## src/rtl/stl_rf_wb_arb.sv

```systemverilog
// Write-back controller for the RV32E register file.
// Round-robin arbitration of two write-back requesters onto one write port.
// The winner becomes a registered one-hot write enable plus a broadcast data bus.
// A busy scoreboard is set at issue and cleared on the edge where the array writes.
// Optional performance counters are enabled by defining STL_RFARB_PERF_EN.
module stl_rf_wb_arb #(
   parameter int unsigned XLEN = 32,
   parameter int unsigned NREG = 16,
   parameter int unsigned AW   = 4
) (
   input  logic            i_clk,
   input  logic            i_rst,
   input  logic            i_rsv_valid,
   input  logic [AW-1:0]   i_rsv_rd,
   output logic            o_rsv_ready,
   input  logic [AW-1:0]   i_rs1,
   input  logic [AW-1:0]   i_rs2,
   output logic            o_rs1_busy,
   output logic            o_rs2_busy,
   input  logic            i_a_valid,
   input  logic [AW-1:0]   i_a_rd,
   input  logic [XLEN-1:0] i_a_data,
   output logic            o_a_ready,
   input  logic            i_b_valid,
   input  logic [AW-1:0]   i_b_rd,
   input  logic [XLEN-1:0] i_b_data,
   output logic            o_b_ready,
   output logic [NREG-1:0] o_wen,
   output logic [XLEN-1:0] o_wdata,
   output logic [NREG-1:0] o_busy_vec
`ifdef STL_RFARB_PERF_EN
   ,
   output logic [31:0]     o_conflict_cnt,
   output logic [31:0]     o_wb_cnt
`endif
);

   typedef enum logic {PtrA, PtrB} ptr_e;

   ptr_e            ptr_q, ptr_d;
   logic [NREG-1:0] busy_q, busy_d;
   logic [NREG-1:0] wen_q, wen_d;
   logic [XLEN-1:0] wdata_q, wdata_d;
   logic            grant_a, grant_b;

   // x0 and out-of-range indices decode to no enable at all.
   function automatic logic [NREG-1:0] onehot(input logic [AW-1:0] idx);
      logic [NREG-1:0] oh;
      oh = '0;
      if (idx != '0 && 32'(idx) < NREG) begin
         oh[idx] = 1'b1;
      end
      return oh;
   endfunction

   // Lookup through the decoder so x0 and out-of-range read as not busy.
   function automatic logic busy_of(input logic [NREG-1:0] vec, input logic [AW-1:0] idx);
      return (vec & onehot(idx)) != '0;
   endfunction

   // Arbitration, hazard lookup and next-state computation.
   always_comb begin
      grant_a     = i_a_valid && (!i_b_valid || ptr_q == PtrA);
      grant_b     = i_b_valid && (!i_a_valid || ptr_q == PtrB);
      o_rsv_ready = i_rsv_valid && !busy_of(busy_q, i_rsv_rd);
      o_rs1_busy  = busy_of(busy_q, i_rs1);
      o_rs2_busy  = busy_of(busy_q, i_rs2);

      ptr_d = ptr_q;
      if (grant_a) begin
         ptr_d = PtrB;
      end else if (grant_b) begin
         ptr_d = PtrA;
      end

      wen_d   = '0;
      wdata_d = wdata_q;
      if (grant_a) begin
         wen_d   = onehot(i_a_rd);
         wdata_d = i_a_data;
      end else if (grant_b) begin
         wen_d   = onehot(i_b_rd);
         wdata_d = i_b_data;
      end

      // Clear follows the registered enable so it lands with the array write; a
      // same-rd reservation in that cycle was already refused by the old busy bit.
      busy_d = busy_q & ~wen_q;
      if (o_rsv_ready) begin
         busy_d = busy_d | onehot(i_rsv_rd);
      end
   end

   // State registers with synchronous reset.
   always_ff @(posedge i_clk) begin
      if (i_rst) begin
         ptr_q   <= PtrA;
         busy_q  <= '0;
         wen_q   <= '0;
         wdata_q <= '0;
      end else begin
         ptr_q   <= ptr_d;
         busy_q  <= busy_d;
         wen_q   <= wen_d;
         wdata_q <= wdata_d;
      end
   end

   assign o_a_ready  = grant_a;
   assign o_b_ready  = grant_b;
   assign o_wen      = wen_q;
   assign o_wdata    = wdata_q;
   assign o_busy_vec = busy_q;

`ifdef STL_RFARB_PERF_EN
   logic [31:0] conflict_cnt_q, conflict_cnt_d;
   logic [31:0] wb_cnt_q, wb_cnt_d;

   // Free-running event counters; wrap naturally at 2^32.
   always_comb begin
      conflict_cnt_d = conflict_cnt_q;
      wb_cnt_d       = wb_cnt_q;
      if (i_a_valid && i_b_valid) begin
         conflict_cnt_d = conflict_cnt_q + 32'd1;
      end
      if (grant_a || grant_b) begin
         wb_cnt_d = wb_cnt_q + 32'd1;
      end
   end

   // Counter registers with synchronous reset.
   always_ff @(posedge i_clk) begin
      if (i_rst) begin
         conflict_cnt_q <= '0;
         wb_cnt_q       <= '0;
      end else begin
         conflict_cnt_q <= conflict_cnt_d;
         wb_cnt_q       <= wb_cnt_d;
      end
   end

   assign o_conflict_cnt = conflict_cnt_q;
   assign o_wb_cnt       = wb_cnt_q;
`endif

endmodule

```

## config.mk

```make
export PLATFORM = sky130hd
export DESIGN_NAME = stl_rf_wb_arb
export DESIGN_NICKNAME = d
export VERILOG_FILES = /design/src/rtl/stl_rf_wb_arb.sv
export SDC_FILE = /design/constraint.sdc
export NUM_CORES = 1
export LEC_CHECK = 0
export ABC_CLOCK_PERIOD_IN_PS = 1800
export CAP_MARGIN = 20
export CORE_MARGIN = 2
export CORE_UTILIZATION = 37
export CTS_CLUSTER_SIZE = 28
export DETAILED_ROUTE_END_ITERATION = 10
export PLACE_DENSITY = 0.77
export REMOVE_ABC_BUFFERS = 1
export SYNTH_ARGS = -nofsm -noshare
export SYNTH_HDL_FRONTEND = slang
export SYNTH_SLANG_ARGS = --single-unit
```

## constraint.sdc

```tcl
create_clock -name i_clk -period 1.8 [get_ports i_clk]
set_clock_uncertainty 0.2 [all_clocks]
set_input_delay 0.36 -clock i_clk [delete_from_list [all_inputs] [get_ports i_clk]]
set_output_delay 0.36 -clock i_clk [all_outputs]
set_load 0.05 [all_outputs]
```

==> impl_metrics.json <==
{
  "outcome": "complete, but fails checks",
  "violations": "negative setup slack",
  "final_net_count": 641,
  "setup_slack_ns": -0.597,
  "clk_pin_slew_ns": 0.07,
  "dieArea_um2": 9530,
  "gr-total-overflow": 0,
  "drc": 0,
  "row_count": 34,
  "die_w_um": 97.6,
  "wl_per_cell_um": 16.8,
  "synth-xor-area-share_pct": 0,
  "grt_pass1_vias": 3574,
  "ios": 158,
  "cp-start-kind": "flip-flop",
  "setup_tns_ns": -1.60,
  "grt_pass1_wl_mm": 17.4,
  "synth-seq-cells": 64,
  "yosysUniqueCellTypes": 46,
  "dp_cells": 644,
  "start_util_pct": 37.7,
  "syn2layout_area_growth_pct": 88.4,
  "drtPass1Iterations": 5,
  "cts_buffer_depth": 2,
  "core_area_um2": 8590,
  "synth_top_family_by_area": "simple AND/OR/NAND/NOR gates",
  "yosysWarningCount": 0,
  "multiInputGateArea_um2": 1850,
  "power_density_nw_per_um2": 685,
  "cap_violations": 0,
  "diodes": 0,
  "syn_area_um2": 3240,
  "drtIter0Drc": 142,
  "critPathCaptureType": "primary output",
  "synth_edf_count": 0,
  "fill_cells": 623,
  "synth_mux_area_share_pct": 17.8,
  "ctsHtreeMaxLevel": 3,
  "finalCritPeriodShare_pct": 133,
  "layout_common_cells": "clkdlybuf4s50_1 (77), buf_4 (73), nor2_1 (57)",
  "hold_class": "in2reg",
  "place_worst_setup_slack_ns": -1.01,
  "setup_violations": 3,
  "synthAdderAreaFrac_pct": 0,
  "ys.flop_type": "dfxtp_1",
  "p_leak_nw": 2.54,
  "vias": 3505,
  "regArea_um2": 1300,
  "syn_avg_cell_area_um2": 9.43,
  "async_flop_share_pct": 0,
  "grt_max_degree": 67,
  "cp.required_ns": 1.24,
  "finalHoldViolations": 0,
  "cp.arrival_ns": 1.84,
  "synth-compound-area-share_pct": 18.0,
  "antenna_found_initial": 0,
  "crit_path_max_fanout": 3,
  "insertion_delay_ns": 0.34,
  "layout_commonest_cell": "clkdlybuf4s50_1",
  "seq_area_frac_synth_pct": 39.5,
  "die_h_um": 97.6,
  "irDropWorstVdd_v": 0.000530,
  "layout-drive-gt1-share_pct": 34.5,
  "synth_cells": 344,
  "place_congestion": 0.875,
  "cts_num_sinks": 64,
  "ant_nets": 0,
  "critPathKind": "reg2out",
  "drt_wl_total_mm": 11.1,
  "ctsHoldBuffers": 0,
  "routed_via_density": 5.27,
  "io_buffer_count": 156,
  "final_cells": 665,
  "cts_buffers": 9,
  "grt_usage_pct": 23.0,
  "cts-root-buf": "clkbuf_8",
  "finalMaxSlewViolations": 0,
  "max_freq_mhz": 417,
  "rsz0062_at_grt": "yes",
  "cts_tree": "done",
  "dp_hpwl_mm": 8.68,
  "fin_crit_ns": 2.40,
  "yosys.area_share.simple_pct": 19.4
}
sequential cells by signal, indices dropped and copies added (netlist names):
signal / count
o_wdata: 32
o_busy_vec: 16
o_wen: 15
ptr_q: 1
worst paths after layout:
check / startpoint / end / slack [ns] / depth (start not counted)
worst max-delay path: o_busy_vec[15] / o_rs2_busy / -0.60 / 3
worst min-delay path: i_rst / o_busy_vec[1] / 0.22 / 4
worst max register to register: ptr_q / o_wdata[5] / 0.10 / 6
worst min register to register: o_busy_vec[0] / o_busy_vec[0] / 0.27 / 1
kinds of logic after synthesis:
group                  count (synthesis)
buffers and inverters                 32
DFF                                   64
muxes                                 45
and+or+nand+nor                      126
AOI/OAI and AO/OA                     76
other                                  1
routing by layer:
| layer | GRT usage, % | wire (µm) |
|---|---|---|
| met1 | 24.2 | 4170 |
| met2 | 41.9 | 5780 |
| met3 | 6.19 | 802 |
| met4 | 11.5 | 390 |
| met5 | 0 | 0 |
area by class of cell:
cell class	instances	share of cell area [%]
clock buffer	10	2.25
multi-input combinational	248	30.3
timing repair buffer	222	42.0
clock inverter	6	1.47
tap	108	2.21
inverter	7	0.471
sequential	64	21.3
repair_timing:
item,4_1_cts,5_1_grt
setup endpoints to repair,19,10
gates cloned,1,0
buffers inserted,2,3
resized for setup,48,18
pin swaps,3,3
worst max-delay path, stage by stage (launching register included):
cell and delay [ns]:
dfxtp_2 0.34, mux4_2 0.47, mux4_2 0.52, buf_8 0.17
power breakdown:
group | switching (mW) | internal, mW
logic | 0.607 | 0.603
clock network | 0.589 | 0.825
registers | 0.0697 | 1.49
synthesized netlist by cell type, types with 2 or more instances:
library cell | count | area (µm²)
a21oi_1 | 8 | 40.0
mux4_2 | 2 | 45.0
a211oi_1 | 33 | 248
a22oi_1 | 3 | 22.5
nand2_1 | 13 | 48.8
mux4_1 | 6 | 158
buf_4 | 3 | 22.5
nor3_1 | 2 | 10.0
o32ai_1 | 6 | 52.6
mux2_2 | 3 | 33.8
dfxtp_1 | 64 | 1280
o21ai_0 | 5 | 25.0
nor2b_1 | 9 | 56.3
buf_2 | 4 | 20.0
inv_1 | 6 | 22.5
nor2_1 | 57 | 214
nand2b_1 | 8 | 50.1
and4b_1 | 2 | 20.0
buf_1 | 4 | 15.0
and3_1 | 4 | 25.0
a32o_1 | 2 | 20.0
mux2i_1 | 34 | 340
a32oi_1 | 8 | 70.1
nand4_1 | 7 | 43.8
nand3_1 | 12 | 60.1
clkbuf_1 | 10 | 37.5
a22o_1 | 2 | 17.5
buf_6 | 4 | 45.0
nand3b_1 | 5 | 37.5
nor4bb_1 | 2 | 20.0
through the flow:
step                hold slack [ns]  utilization [%]  cell area, µm²  power (mW)
detailed placement            0.265             67.0            5760        2.78
global placement              0.258             67.0            5760        2.75
finish                        0.222             71.1            6110        4.18
floorplan                     0.229                -            3100        2.08
global route                  0.237             71.1            6110        4.33
CTS                           0.216             70.2            6030        4.20
Power figures use the tool's default switching activity.
